`config.mk`:
```
export PLATFORM = sky130hd
export DESIGN_NAME = tapa_global_fsm_gen2
export DESIGN_NICKNAME = d
export VERILOG_FILES = /design/src/rtl/tapa_global_fsm_gen2.sv
export SDC_FILE = /design/constraint.sdc
export NUM_CORES = 1
export LEC_CHECK = 0
export CORE_AREA = 4 4 258 260
export DETAILED_ROUTE_END_ITERATION = 10
export DIE_AREA = 0 0 262 264
export HOLD_SLACK_MARGIN = 0.1
export PLACE_DENSITY = 0.6
export SYNTH_ARGS = -nofsm -noshare
export SYNTH_HDL_FRONTEND = slang
export SYNTH_SLANG_ARGS = --single-unit
```
`constraint.sdc`:
```
create_clock -name ap_clk -period 4.4 [get_ports ap_clk]
set_input_delay 0.44 -clock ap_clk [delete_from_list [all_inputs] [get_ports ap_clk]]
set_output_delay 0.44 -clock ap_clk [all_outputs]
set_load 0.01 [all_outputs]
```
`src/rtl/tapa_global_fsm_gen2.sv`:
```
// Global launch/supervise/complete controller for a set of child tasks.
// Latches arguments at launch, tracks sticky per-task completion, optional done delay and RUN timeout.
module tapa_global_fsm_gen2 #(
  parameter int unsigned NUM_TASKS  = 7,
  parameter int unsigned ARG_W      = 288,
  parameter int unsigned DONE_DELAY = 0,
  parameter int unsigned TMO_W      = 32
) (
  input  logic                 ap_clk,
  input  logic                 ap_rst,
  input  logic                 ap_start,
  output logic                 ap_done,
  output logic                 ap_ready,
  output logic                 ap_idle,
  input  logic [ARG_W-1:0]     args_in,
  output logic [ARG_W-1:0]     args_out,
  input  logic [NUM_TASKS-1:0] task_mask,
  output logic [NUM_TASKS-1:0] task_start,
  input  logic [NUM_TASKS-1:0] task_done,
  output logic [NUM_TASKS-1:0] done_status,
  input  logic [TMO_W-1:0]     tmo_cycles,
  output logic                 tmo_err,
  output logic [31:0]          iter_count
);

  localparam logic [1:0] S_IDLE  = 2'd0;
  localparam logic [1:0] S_RUN   = 2'd1;
  localparam logic [1:0] S_DELAY = 2'd2;
  localparam logic [1:0] S_DONE  = 2'd3;

  localparam logic [7:0] CNT_INIT = (DONE_DELAY > 0) ? 8'(DONE_DELAY - 1) : 8'd0;

  logic [1:0]           state_q, state_d;
  logic [ARG_W-1:0]     args_q, args_d;
  logic [NUM_TASKS-1:0] mask_q, mask_d;
  logic [NUM_TASKS-1:0] task_start_q, task_start_d;
  logic [NUM_TASKS-1:0] done_status_q, done_status_d;
  logic                 tmo_err_q, tmo_err_d;
  logic [31:0]          iter_q, iter_d;
  logic [TMO_W-1:0]     timer_q, timer_d;
  logic [7:0]           cnt_q, cnt_d;

  logic all_done;
  logic tmo_hit;
  logic launch;

  // Same-cycle done bits count toward completion so a task finishing now does not cost a cycle.
  assign all_done = (((done_status_q | task_done) & mask_q) == mask_q);
  assign tmo_hit  = (tmo_cycles != '0) && (timer_q == (tmo_cycles - TMO_W'(1)));
  assign launch   = ap_start && ((state_q == S_IDLE) || (state_q == S_DONE));

  always_comb begin
    state_d       = state_q;
    args_d        = args_q;
    mask_d        = mask_q;
    task_start_d  = '0;
    done_status_d = done_status_q;
    tmo_err_d     = tmo_err_q;
    iter_d        = iter_q;
    timer_d       = timer_q;
    cnt_d         = cnt_q;

    case (state_q)
      S_RUN: begin
        timer_d       = timer_q + TMO_W'(1);
        done_status_d = done_status_q | (task_done & mask_q);
        if (all_done) begin
          if (DONE_DELAY == 0) begin
            state_d = S_DONE;
          end else begin
            cnt_d   = CNT_INIT;
            state_d = S_DELAY;
          end
        end else if (tmo_hit) begin
          tmo_err_d = 1'b1;
          state_d   = S_DONE;
        end
      end
      S_DELAY: begin
        if (cnt_q == 8'd0) state_d = S_DONE;
        else               cnt_d   = cnt_q - 8'd1;
      end
      S_DONE: begin
        iter_d  = iter_q + 32'd1;
        state_d = S_IDLE;
      end
      default: ;
    endcase

    // A launch from DONE overrides the return to IDLE but keeps the iteration increment.
    if (launch) begin
      args_d        = args_in;
      mask_d        = task_mask;
      done_status_d = '0;
      tmo_err_d     = 1'b0;
      timer_d       = '0;
      task_start_d  = task_mask;
      state_d       = S_RUN;
    end
  end

  always_ff @(posedge ap_clk) begin
    if (ap_rst) begin
      state_q       <= S_IDLE;
      args_q        <= '0;
      mask_q        <= '0;
      task_start_q  <= '0;
      done_status_q <= '0;
      tmo_err_q     <= 1'b0;
      iter_q        <= '0;
      timer_q       <= '0;
      cnt_q         <= '0;
    end else begin
      state_q       <= state_d;
      args_q        <= args_d;
      mask_q        <= mask_d;
      task_start_q  <= task_start_d;
      done_status_q <= done_status_d;
      tmo_err_q     <= tmo_err_d;
      iter_q        <= iter_d;
      timer_q       <= timer_d;
      cnt_q         <= cnt_d;
    end
  end

  assign ap_idle     = (state_q == S_IDLE);
  assign ap_done     = (state_q == S_DONE);
  assign ap_ready    = ap_done;
  assign args_out    = args_q;
  assign task_start  = task_start_q;
  assign done_status = done_status_q;
  assign tmo_err     = tmo_err_q;
  assign iter_count  = iter_q;

endmodule

```
==> qor.yml <==
rsz0062_at_grt: "false"
rows: 93
antenna_found_initial: 16
ys_seq_elements: 384
cts_setup_buffers: 0
ant_nets: 0
htree_levels: 2
critPathArrivalTime_ns: 4.04
synth_top_area_frac: 0.557
die_area_um2: 69200
grt_pass1_wl_mm: 88.3
synth_common_cells: "dfxtp_1 (384), a22o_1 (289), nor2_1 (98)"
ioPinCount: 675
cts_sinks: 384
grt_pass1_vias: 13000
setup_violations: 0
die_y_um: 264
drt_iter0_drc: 738
instances_no_fill: 2823
synth_area_leaders: "dfxtp_1 (56%), a22o_1 (18%), xor2_1 (3.5%)"
reg2reg_depth: 10
timing.final.ws_setup_ns: 0.873
slew_viol_final: 0
leakagePower_nw: 8.61
portBuffers: 674
nets: 2275
required_ns: 4.91
drt-total-wl_mm: 62.3
timing.hold.ws_ns: 0.449
hold_path.class: "in -> reg"
synth_edf_count: 0
async_flop_share: 0
yosysTopAreaCell: "dfxtp_1"
yosys_most_used_dff: "dfxtp_1"
clock_latency_ns: 0.58
worstHoldPathCells: 2
final-hold-violation-count: 0
skew_ns: 0.0298
dp_slack_ns: 0.277
cts_resized: 0
grt_usage: 0.170
critical_path.endpoint_type: "flip-flop"
synth_nets: 1622
syn_area_per_cell_um2: 10.8
worstSetupStartpointType: "input pin"
syn_inst: 1275
drtPass1Iterations: 4
regToRegSetupSlack_ns: 1.26
cts_tree: "built"
clk_pin_slew_worst_paths_ns: 0.06
gr-total-overflow: 0
ys_types: 62
area_delta_synth_final_pct: 66.8
slew_headroom: 0.0678
period_minus_slack_ns: 3.53
ys_warn_count: 0
seq_area_frac_synth: 0.557
ctsHoldBuffers: 0
maxCapViolCount: 0
cts_made_buffers: 46
cts_buffer_depth: 3
final_core_util: 0.359
period_share: 0.802
max_freq_mhz: 284
grt_max_degree: 229
route.detailed.drc: 0
wl_per_cell_um: 22.1
die_w_um: 262
power_density_nw_per_um2: 529
viasPerCell: 4.48
path_class: "in -> reg"
clockRootBuffer: "clkbuf_16"
coreArea_um2: 64100
status: "finished clean"
vias: 12700
worst_slew_pin_slew_ns: 1.40
crit_fanout: 6
initial_core_util: 0.215
post_route_cells_drive_above_1_share: 0.0535
fin_setup_tns_ns: 0
post-dp-hpwl_mm: 48.7
synth_area_um2: 13800
yosysMostFrequentCell: "dfxtp_1"
place_congestion: 0.912
dp_cells: 2735
ir_worst_vdd_v: 0.000399
-- routing by layer --
| metal | track usage | wire length, um | up-vias |
|---|---|---|---|
| met5 | 0 | 143 | - |
| met4 | 0.0390 | 1430 | 20 |
| met3 | 0.0606 | 5150 | 92 |
| met1 | 0.192 | 24100 | 6043 |
| met2 | 0.305 | 31400 | 457 |
| li1 | - | - | 6040 |
-- cell type report --
cell class                 instances  area [um2]
clock inverter                    22         265
clock buffer                      61        1290
tap                              855        1070
sequential                       384        7690
timing repair buffer             689        6900
antenna                            5        12.5
inverter                          17        63.8
fill                            6325       41100
multi-input combinational        790        5720
-- path summary, 6_finish.rpt --
check,start,endpoint
hold / removal,args_in[12],args_out[12]$_SDFFE_PP0P_
setup / recovery,tmo_cycles[7],state_q[1]$_SDFFE_PP0P_
setup reg to reg,timer_q[2]$_SDFFE_PP0P_,state_q[1]$_SDFFE_PP0P_
hold reg to reg,mask_q[4]$_SDFFE_PP0P_,mask_q[4]$_SDFFE_PP0P_
-- sequential cells by signal, indices dropped and copies added (netlist names), 2 cells and up --
name / flops
cnt_q: 8
iter_count: 32
task_start: 7
mask_q: 7
timer_q: 32
done_status: 7
args_out: 288
state_q: 2
-- metrics by stage --
step           cell area [um2]  total power [mW]
6_report                 23000              12.2
2_1_floorplan            13800              6.05
3_3_place_gp             21400              8.32
3_5_place_dp             21400              8.37
4_1_cts                  23000              12.4
5_1_grt                  23000              12.7
-- where the power goes --
part | leakage (nW) | internal (mW) | switching [mW]
registers | 3.14 | 4.18 | 0.410
clock network | 0.752 | 2.31 | 1.60
logic | 4.72 | 1.95 | 1.71
-- placed cells by master, fill, tap and decap left out, types with 5 or more instances in the layout --
cell / synthesis / routed
or3_1: 13 / 13
and3_1: 19 / 19
clkbuf_16: 0 / 46
ha_1: 10 / 10
nand4_1: 17 / 17
nand3b_1: 5 / 5
nand2_1: 42 / 42
diode_2: 0 / 5
nand3_1: 33 / 33
o21ai_0: 15 / 15
nand2b_1: 6 / 6
nor2_1: 98 / 97
or4_1: 6 / 6
buf_4: 1 / 11
inv_6: 0 / 6
nor4_1: 10 / 10
clkbuf_1: 74 / 7
clkbuf_8: 1 / 8
mux2i_1: 5 / 5
inv_1: 17 / 17
a22o_1: 289 / 289
and2_1: 10 / 10
xor2_1: 55 / 55
a31oi_1: 8 / 8
dfxtp_1: 384 / 384
clkdlybuf4s50_1: 0 / 673
nor3_1: 16 / 16
nor3b_1: 10 / 10
a21o_1: 9 / 9
xnor2_1: 36 / 36
nor2b_1: 8 / 7
a21oi_1: 18 / 18
-- critical path, stage by stage --
cell and delay, ns:
clkdlybuf4s50_1 0.51, or4_4 0.63, or4_1 0.65, nor4_1 0.28
xnor2_1 0.16, nand4_1 0.17, nor4b_2 0.39, buf_4 0.18
a21oi_1 0.06, or4b_1 0.46, nand2_1 0.08
-- kinds of logic (layout without fill, tap and decap cells) --
logic type,after synthesis,in the layout,synth area share
AND/OR/NAND/NOR,314,314,0.119
multiplexers,5,5,0.00363
buffers and inverters,101,789,0.0293
XOR/XNOR,92,92,0.0594
AO/OA/AOI/OAI,369,369,0.222
flip-flops,384,384,0.557
other,0,5,0
adder cells (fa/ha/maj),10,10,0.00907
No activity file was read; power rests on OpenSTA's default activity.
